File: src/rtl/mem_pkg.sv
// Shared constants, FSM state codes and requester-select codes for the
// instruction/data memory port arbiter.
package mem_pkg;

    localparam int DATA_W  = 16;
    localparam int ADDR_W  = 10;
    localparam int REQ_AW  = 16;

    localparam logic [1:0] ST_IDLE   = 2'b00;
    localparam logic [1:0] ST_ACCESS = 2'b01;
    localparam logic [1:0] ST_DONE   = 2'b10;

    localparam logic SEL_FETCH = 1'b0;
    localparam logic SEL_DATA  = 1'b1;

    typedef struct packed {
        logic sel;
        logic write;
        logic err;
    } access_t;

    // Any set bit above the memory address width means the word does not exist.
    function automatic logic addr_out_of_range(input logic [REQ_AW-1:0] addr);
        return addr[REQ_AW-1:ADDR_W] != '0;
    endfunction

endpackage

File: src/rtl/mem_port_arbiter_if.sv
// Requester-side bundle: fetch and load/store request/response signals.
interface mem_port_arbiter_if;
    import mem_pkg::*;

    logic              FetchReq;
    logic [REQ_AW-1:0] FetchAddr;
    logic              FetchAck;
    logic [DATA_W-1:0] FetchData;
    logic              FetchErr;

    logic              DataReq;
    logic              DataWrite;
    logic [REQ_AW-1:0] DataAddr;
    logic [DATA_W-1:0] DataWData;
    logic              DataAck;
    logic [DATA_W-1:0] DataRData;
    logic              DataErr;

    modport master (
        output FetchReq, FetchAddr, DataReq, DataWrite, DataAddr, DataWData,
        input  FetchAck, FetchData, FetchErr, DataAck, DataRData, DataErr
    );

    modport slave (
        input  FetchReq, FetchAddr, DataReq, DataWrite, DataAddr, DataWData,
        output FetchAck, FetchData, FetchErr, DataAck, DataRData, DataErr
    );

endinterface

File: src/rtl/mem_port_arbiter.sv
// Arbitrates fetch vs load/store onto one memory port, with fetch starvation
// guard, address range check and a fixed 3-cycle IDLE/ACCESS/DONE sequence.
module mem_port_arbiter
    import mem_pkg::*;
#(
    parameter int MAX_FETCH_STALL = 2
) (
    input  logic              CLK,
    input  logic              Reset,
    mem_port_arbiter_if.slave bus,
    output logic [ADDR_W-1:0] MemAddress,
    output logic [DATA_W-1:0] MemDataIn,
    output logic              MemWrite,
    input  logic [DATA_W-1:0] MemDataOut
);

    localparam int STALL_W = $clog2(MAX_FETCH_STALL + 1);
    localparam logic [STALL_W-1:0] STALL_MAX = STALL_W'(MAX_FETCH_STALL);

    logic [1:0]         state_q, state_d;
    logic [STALL_W-1:0] stall_q, stall_d;
    access_t            acc_q, acc_d;
    logic [ADDR_W-1:0]  mem_addr_q, mem_addr_d;
    logic [DATA_W-1:0]  mem_din_q, mem_din_d;
    logic               mem_write_q, mem_write_d;
    logic               fetch_ack_q, fetch_ack_d;
    logic               fetch_err_q, fetch_err_d;
    logic [DATA_W-1:0]  fetch_data_q, fetch_data_d;
    logic               data_ack_q, data_ack_d;
    logic               data_err_q, data_err_d;
    logic [DATA_W-1:0]  data_rdata_q, data_rdata_d;

    logic               grant_data;
    logic [REQ_AW-1:0]  win_addr;
    logic [DATA_W-1:0]  rd_word;
    logic               done_fetch_rd;
    logic               done_data_rd;

    assign rd_word       = acc_q.err ? '0 : MemDataOut;
    assign done_fetch_rd = (state_q == ST_DONE) && (acc_q.sel == SEL_FETCH);
    assign done_data_rd  = (state_q == ST_DONE) && (acc_q.sel == SEL_DATA) && !acc_q.write;

    always_comb begin
        state_d      = state_q;
        stall_d      = stall_q;
        acc_d        = acc_q;
        mem_addr_d   = mem_addr_q;
        mem_din_d    = mem_din_q;
        mem_write_d  = 1'b0;
        fetch_ack_d  = 1'b0;
        fetch_err_d  = 1'b0;
        fetch_data_d = fetch_data_q;
        data_ack_d   = 1'b0;
        data_err_d   = 1'b0;
        data_rdata_d = data_rdata_q;
        grant_data   = bus.DataReq && (!bus.FetchReq || (stall_q != STALL_MAX));
        win_addr     = grant_data ? bus.DataAddr : bus.FetchAddr;

        case (state_q)
            ST_IDLE: begin
                if (bus.FetchReq && grant_data) begin
                    stall_d = (stall_q == STALL_MAX) ? stall_q : stall_q + STALL_W'(1);
                end else begin
                    stall_d = '0;
                end
                if (bus.FetchReq || bus.DataReq) begin
                    acc_d.sel   = grant_data ? SEL_DATA : SEL_FETCH;
                    acc_d.write = grant_data && bus.DataWrite;
                    acc_d.err   = addr_out_of_range(win_addr);
                    mem_addr_d  = win_addr[ADDR_W-1:0];
                    mem_din_d   = bus.DataWData;
                    mem_write_d = acc_d.write && !acc_d.err;
                    state_d     = ST_ACCESS;
                end
            end
            ST_ACCESS: begin
                state_d = ST_DONE;
                if (acc_q.sel == SEL_FETCH) begin
                    fetch_ack_d = 1'b1;
                    fetch_err_d = acc_q.err;
                end else begin
                    data_ack_d = 1'b1;
                    data_err_d = acc_q.err;
                end
            end
            ST_DONE: begin
                state_d = ST_IDLE;
                if (done_fetch_rd) begin
                    fetch_data_d = rd_word;
                end
                if (done_data_rd) begin
                    data_rdata_d = rd_word;
                end
            end
            default: state_d = ST_IDLE;
        endcase
    end

    always_ff @(posedge CLK) begin
        if (Reset) begin
            state_q      <= ST_IDLE;
            stall_q      <= '0;
            acc_q        <= '0;
            mem_addr_q   <= '0;
            mem_din_q    <= '0;
            mem_write_q  <= 1'b0;
            fetch_ack_q  <= 1'b0;
            fetch_err_q  <= 1'b0;
            fetch_data_q <= '0;
            data_ack_q   <= 1'b0;
            data_err_q   <= 1'b0;
            data_rdata_q <= '0;
        end else begin
            state_q      <= state_d;
            stall_q      <= stall_d;
            acc_q        <= acc_d;
            mem_addr_q   <= mem_addr_d;
            mem_din_q    <= mem_din_d;
            mem_write_q  <= mem_write_d;
            fetch_ack_q  <= fetch_ack_d;
            fetch_err_q  <= fetch_err_d;
            fetch_data_q <= fetch_data_d;
            data_ack_q   <= data_ack_d;
            data_err_q   <= data_err_d;
            data_rdata_q <= data_rdata_d;
        end
    end

    // The memory samples Write on the same edge that samples Reset, so the
    // strobe is masked to keep a reset-aborted store from landing.
    assign MemWrite   = mem_write_q && !Reset;
    assign MemAddress = mem_addr_q;
    assign MemDataIn  = mem_din_q;

    // Memory data only arrives in the DONE cycle; bypass it so it is valid with Ack.
    assign bus.FetchAck  = fetch_ack_q;
    assign bus.FetchErr  = fetch_err_q;
    assign bus.FetchData = done_fetch_rd ? rd_word : fetch_data_q;
    assign bus.DataAck   = data_ack_q;
    assign bus.DataErr   = data_err_q;
    assign bus.DataRData = done_data_rd ? rd_word : data_rdata_q;

endmodule

File: src/flat_wrapper.sv
// flat-port wrapper written by rule: the top's interface ports become plain ports
module mem_port_arbiter_flat import mem_pkg::*;
#(
    parameter int MAX_FETCH_STALL = 2
)
  (CLK, Reset, MemAddress, MemDataIn, MemWrite, MemDataOut, bus_FetchReq, bus_FetchAddr, bus_DataReq, bus_DataWrite, bus_DataAddr, bus_DataWData, bus_FetchAck, bus_FetchData, bus_FetchErr, bus_DataAck, bus_DataRData, bus_DataErr);
  mem_port_arbiter_if bus_i ();
  input  logic CLK;
  input  logic Reset;
  output logic [ADDR_W-1:0] MemAddress;
  output logic [DATA_W-1:0] MemDataIn;
  output logic MemWrite;
  input  logic [DATA_W-1:0] MemDataOut;
  input wire logic [$bits(bus_i.FetchReq)-1:0] bus_FetchReq;
  input wire logic [$bits(bus_i.FetchAddr)-1:0] bus_FetchAddr;
  input wire logic [$bits(bus_i.DataReq)-1:0] bus_DataReq;
  input wire logic [$bits(bus_i.DataWrite)-1:0] bus_DataWrite;
  input wire logic [$bits(bus_i.DataAddr)-1:0] bus_DataAddr;
  input wire logic [$bits(bus_i.DataWData)-1:0] bus_DataWData;
  output wire logic [$bits(bus_i.FetchAck)-1:0] bus_FetchAck;
  output wire logic [$bits(bus_i.FetchData)-1:0] bus_FetchData;
  output wire logic [$bits(bus_i.FetchErr)-1:0] bus_FetchErr;
  output wire logic [$bits(bus_i.DataAck)-1:0] bus_DataAck;
  output wire logic [$bits(bus_i.DataRData)-1:0] bus_DataRData;
  output wire logic [$bits(bus_i.DataErr)-1:0] bus_DataErr;
  assign bus_i.FetchReq = bus_FetchReq;
  assign bus_i.FetchAddr = bus_FetchAddr;
  assign bus_i.DataReq = bus_DataReq;
  assign bus_i.DataWrite = bus_DataWrite;
  assign bus_i.DataAddr = bus_DataAddr;
  assign bus_i.DataWData = bus_DataWData;
  assign bus_FetchAck = bus_i.FetchAck;
  assign bus_FetchData = bus_i.FetchData;
  assign bus_FetchErr = bus_i.FetchErr;
  assign bus_DataAck = bus_i.DataAck;
  assign bus_DataRData = bus_i.DataRData;
  assign bus_DataErr = bus_i.DataErr;
  mem_port_arbiter #(.MAX_FETCH_STALL(MAX_FETCH_STALL)) u_core (.CLK(CLK), .Reset(Reset), .bus(bus_i), .MemAddress(MemAddress), .MemDataIn(MemDataIn), .MemWrite(MemWrite), .MemDataOut(MemDataOut));
endmodule
File: config.mk
export PLATFORM = sky130hd
export DESIGN_NAME = mem_port_arbiter_flat
export DESIGN_NICKNAME = d
export VERILOG_FILES = /design/src/rtl/mem_pkg.sv /design/src/rtl/mem_port_arbiter_if.sv /design/src/rtl/mem_port_arbiter.sv /design/src/flat_wrapper.sv
export SDC_FILE = /design/constraint.sdc
export NUM_CORES = 1
export LEC_CHECK = 0
export BUFFER_PORTS_ARGS = -buffer_cell sky130_fd_sc_hd__buf_2
export CAP_MARGIN = 40
export CORE_MARGIN = 8
export CORE_UTILIZATION = 42
export CTS_CLUSTER_SIZE = 16
export DETAILED_ROUTE_END_ITERATION = 12
export GPL_ROUTABILITY_DRIVEN = 0
export MAX_ROUTING_LAYER = met4
export PLACE_DENSITY_LB_ADDON = 0.1
export SLEW_MARGIN = 15
export SYNTH_ARGS = -nofsm -noshare
export SYNTH_HDL_FRONTEND = slang
export SYNTH_SLANG_ARGS = --single-unit
File: constraint.sdc
create_clock -name CLK -period 1.5 [get_ports CLK]
set_input_delay 0.15 -clock CLK [delete_from_list [all_inputs] [get_ports CLK]]
set_output_delay 0.15 -clock CLK [all_outputs]
set_load 0.005 [all_outputs]
**Word level (Yosys, flattened, before mapping)**

Cells that the tools add are included.

- $add $sub $neg: 1
- $mul: 0
- Divide/modulo/power cells: 0
- Magnitude comparators: 0
- Equality and inequality tests: 6
- Shift operators: 0
- Muxes and demuxes: 11
- Bitwise gates (word level): 4
- Reductions and logical operators: 22

Operators by type and width:

| operator | number |
|---|---|
| 16-bit two-way mux | 4 |
| 3-bit OR reduction | 3 |
| 1-bit logical AND | 8 |
| 2-bit two-way mux | 3 |
| 6-bit nonzero test | 1 |
| 2-bit equality test, second input constant | 2 |
| 1-bit zero test | 4 |
| 2-bit != test, second input constant | 2 |
| 1-bit NOT | 4 |
| 2-bit case mux with 2 select lines | 1 |
| 2-bit AND reduction | 2 |
| 1-bit two-way mux | 3 |
| 2-bit by 1-bit adder with 2-bit output, second input constant | 1 |
| 2-bit by 1-bit equality test with 1-bit output, second input constant | 1 |
| 2-bit zero test | 1 |
| 1-bit logical OR | 2 |
| 2-bit by 1-bit != test with 1-bit output, second input constant | 1 |
| 2-bit OR reduction | 1 |

- Bits in registers: 70
- Bits in latches: 0
- RAM bits: 0
- Memory bits (read-only): 0
- Bits of input ports: 69
- Output and inout bits: 63
- Memories: 0

**Depth between registers and ports, before layout**

- Depth in word-level cells: 7
- Mapped depth: 6
- Mapped depth without buffers: 6

**Worst setup path before layout**

OpenSTA, ideal clock, no wires.

- Path type: register -> register
- From: reg u_core.stall_q[0]
- To: reg u_core.mem_addr_q[4], in the netlist u_core.MemAddress[4]
- Setup time: 0.134 ns
- Arrival time: 1.296 ns
- Setup slack: 0.070 ns
- Cell stages (with the launch flop): 7
- Cells stage by stage: dfxtp_1 > inv_1 > ha_1 > a21boi_2 > buf_6 > mux2i_1 > a211oi_1

- Word-level cells in the longest chain between the ends: 4

Ends and longest elaborated chain:

| element | line | text |
|---|---|---|
| start, declared | mem_port_arbiter.sv:21 | `logic [STALL_W-1:0] stall_q, stall_d;` |
| start signal, assigned | mem_port_arbiter.sv:115 | `stall_q <= stall_d;` |
| 2-bit != test | mem_port_arbiter.sv:56 | `grant_data = bus.DataReq && (!bus.FetchReq \|\| (stall_q != STALL_MAX));` |
| 1-bit logical OR | mem_port_arbiter.sv:56 |  |
| 1-bit logical AND | mem_port_arbiter.sv:56 |  |
| 16-bit two-way mux | mem_port_arbiter.sv:57 | `win_addr = grant_data ? bus.DataAddr : bus.FetchAddr;` |
| end signal, assigned | mem_port_arbiter.sv:117 | `mem_addr_q <= mem_addr_d;` |
| end, declared | mem_port_arbiter.sv:23 | `logic [ADDR_W-1:0] mem_addr_q, mem_addr_d;` |

Every way passes these cells.
A chain may end at the register's enable or synchronous reset.

**Worst setup path after layout**

- From: reg u_core.acc_q[2] (netlist name)
- To: out bus_FetchData[6]

- Word-level cells in the longest chain between the ends: 3

Ends and longest elaborated chain:

| element | line | text |
|---|---|---|
| start, declared | mem_port_arbiter.sv:22 | `access_t acc_q, acc_d;` |
| start signal, assigned | mem_port_arbiter.sv:103 | `acc_q <= '0;` |
| start signal, assigned | mem_port_arbiter.sv:116 | `acc_q <= acc_d;` |
| 1-bit NOT | mem_port_arbiter.sv:40 | `assign done_fetch_rd = (state_q == ST_DONE) && (acc_q.sel == SEL_FETCH);` |
| 1-bit logical AND | mem_port_arbiter.sv:40 |  |
| 16-bit two-way mux | mem_port_arbiter.sv:138 | `assign bus.FetchData = done_fetch_rd ? rd_word : fetch_data_q;` |
| end, declared | flat_wrapper.sv:21 | `output wire logic [$bits(bus_i.FetchData)-1:0] bus_FetchData;` |

Every way passes these cells.

==> summary.md <==
| Metric | Value |
|---|---|
| Final #Nets | 523 |
| Maximum vdd ir drop | 0.5062 mV |
| Post-Syn Nets | just under 400 |
| Final core utilization | 0.5846 |
| Synth Cell Area | 0.002814 mm² |
| Pleak | 1.897 nW |
| Largest net degree at the start of global routing | 35 |
| WL/cell | around 14 µm |
| Initial Util | 0.4235 |
| GR Util met2 | 0.2482 |
| Worst-skew pair later-pin latency | 0.33 ns |
| Fillers | 640 |
| Post-synth EDFFs | 0 |
| Synth area leaders | dfxtp_1 50%, nand2_1 9.1%, nor2b_1 4.7% |
| Final period util | 1.151 |
| Vias per cell | 4.742 |
| RSZ-0062 raised after global routing | yes |
| Yosys warning count | 0 |
| Die width | between 90 and 100 µm |
| Slew Limit Fails | 0 |
| Total GRT Usage | 0.1587 |
| DRC | 0 |
| Post-synth ARST share | 0 |
| CTS root buf | clkbuf_8 |
| Leading area contributor after synthesis | dfxtp_1 |
| Syn avg cell area | 8.794 µm² |
| Min Tclk post-route | 1.727 ns |
| Endpoints failing setup | 44 |
| Rel. slew slack | 0.7588 |
| Setup CP Type | flop to primary output |
| Max-Cap Viols | 0 |
| CP Capture Type | primary output |
| Max Clk Rate | 579.0 MHz |
| Commonest cells post-synth | 70 x dfxtp_1, 68 x nand2_1, 21 x nor2b_1, 19 x a21oi_1, 19 x o21ai_0 |
| Cts hold-fix bufs | 0 |
| Vias in the first global route | 2612 |
| Pwr dens | roughly 1100 mW/mm² |
| GR Layer Usage met1 | 0.1807 |
| Fraction of final layout cells sized beyond drive strength 1 | 0.4214 |
| I/O pin total | 132 |
| Via count | 2551 |
| Core Region | 0.006644 mm² |
| Worst hold path type | input pin to flop |
| Final worst slack | -0.2271 ns |
| CTS buffer count | 9 |
| Die H | between 90 and 100 µm |
| Crit start category | flop |
| Drt first pass iters | 3 |
| Failing checks | setup timing |
| Area Growth Syn to Fin | 38.02% |
| Hold slack final | 0.03296 ns |
| CTS tree | yes |
| Sequential area share after synthesis | 0.4980 |
| CTS H-tree depth | 3 |
| Antenna diodes | 0 |
| Final total power | 0.004158 W |
| Die area | 0.009575 mm² |
| Dpl hpwl | 5.302 mm |
| Worst EP required | 1.35 ns |
| Count leader, synth | dfxtp_1 |
| Mapped Cells | 320 |
| Clock skew | 0.009228 ns |
| Max Fanout on Critical Path | 16 |
| First-pass GRT wire length | 12.20 mm |
| Grt met3 use | 0.05690 |
| Status | complete, but fails checks |
| Global routing's busiest layer | met2 |
| TritonCTS Sinks | 70 |
| Port bufs | about 130 |
| Antenna-violating nets left | 0 |
| Initial antenna violation count | 0 |
| Yosys reg bits | 70 |
| Worst-path clk slew | 0.07 ns |
| Final Hold Violating Endpoints | 0 |
| Final wirelength | around 7.3 mm |
| Synth unique cells | 34 |
| Grt ovf | 0 |
| Rows | 30 |
| Initial DRC count | 33 |
| Post-synth top flop | dfxtp_1 |
| Clock buffer depth | 2 |
| Arrival time at the worst endpoint | around 1.6 ns |
| Worst Tran Pin Value | 0.3618 ns |
| Synth top area share | 0.4980 |
[flip-flops by register name (all words and copies together) (netlist names)]
name	cells
u_core.fetch_data_q	16
u_core.MemDataIn	16
u_core.state_q	2
u_core.bus.DataAck	1
u_core.bus.FetchAck	1
u_core.stall_q	2
u_core.data_rdata_q	16
u_core.bus.DataErr	1
u_core.MemAddress	10
u_core.bus.FetchErr	1
u_core.mem_write_q	1
u_core.acc_q	3
[cell usage in the layout, fill, tap and decap left out, types with 2 or more instances in the layout]
master | Yosys | routed
buf_2 | 3 | 131
dfxtp_1 | 70 | 66
nand2_1 | 68 | 64
o21ai_2 | 14 | 22
nor2b_1 | 21 | 21
a21oi_1 | 19 | 19
nand2b_1 | 16 | 16
nor2_1 | 14 | 14
and2b_1 | 13 | 13
mux2i_1 | 11 | 11
clkbuf_8 | 0 | 11
a211oi_1 | 10 | 10
buf_4 | 0 | 10
o21ai_1 | 2 | 9
nand2_2 | 0 | 4
dfxtp_2 | 0 | 4
and2_1 | 3 | 3
buf_12 | 0 | 3
o21ai_4 | 0 | 2
o21ai_0 | 19 | 2
clkbuf_1 | 14 | 2
[routing by layer]
layer	vias to the layer above	wire length [µm]
met4	0	105
li1	1331	-
met2	85	3374
met3	8	502
met1	1127	3333
met5	-	0
[logic make-up (layout without fill, tap and decap cells)]
family	count (synthesis)	in the layout	share of synthesized area
flip-flops	70	70	0.4980
adder cells (fa/ha/maj)	1	1	0.004446
AO/OA/AOI/OAI	67	67	0.1503
multiplexers	11	11	0.03913
buffers and inverters	24	162	0.04402
AND/OR/NAND/NOR	147	147	0.2641
[per-stage QoR]
step / setup TNS [ns] / area [µm²] / cells / setup WS [ns]
after CTS: -5.634 / 3841 / 538 / -0.2476
final: -4.741 / 3884 / 538 / -0.2271
after detailed placement: 0 / 3570 / 519 / 0.06168
after global placement: 0 / 3570 / 519 / 0.08923
after global routing: -9.986 / 3884 / 538 / -0.2870
after floorplan: 0 / 2814 / 320 / 0.07035
[worst paths after layout]
path / start / end / slack, ns / cells past startpoint
max: u_core.acc_q[2] / bus_FetchData[6] / -0.23 / 4
min: Reset / u_core.state_q[1] / 0.03 / 2
max reg2reg: u_core.state_q[1] / u_core.MemAddress[0] / -0.07 / 7
min reg2reg: u_core.MemDataIn[8] / u_core.MemDataIn[8] / 0.45 / 2
[power by group]
| part | total [W] | leakage [nW] | internal (W) | switching, W |
|---|---|---|---|---|
| combinational | 0.000630 | 1.22 | 0.000305 | 0.000325 |
| clock | 0.00152 | 0.0996 | 0.000858 | 0.000660 |
| sequential | 0.00201 | 0.573 | 0.00196 | 0.0000515 |
| total | 0.00416 | 1.90 | 0.00312 | 0.00104 |
[critical path, cell delays in order (launching register included)]
cell and delay (ns):
dfxtp_2 0.33, or3b_4 0.44, buf_12 0.18, o21ai_1 0.16, buf_2 0.14
[area by class of cell]
cell class	count	area (µm²)	share of cell area
repair buffers	145	818.3	0.2107
inverters	1	3.754	0.0009665
clock inverters	3	42.54	0.01095
flip-flops and latches	70	1406	0.3621
well taps	80	100.1	0.02577
multi-input cells	226	1354	0.3486
clock buffers	13	158.9	0.04091
[repair_timing]
item,in CTS,in global routing
setup buffers,2,0
cloned,1,0
pin swaps,1,0
endpoints found under the setup margin,32,62
resized for setup,27,11
Note: power is estimated with default switching activity, not from simulation.
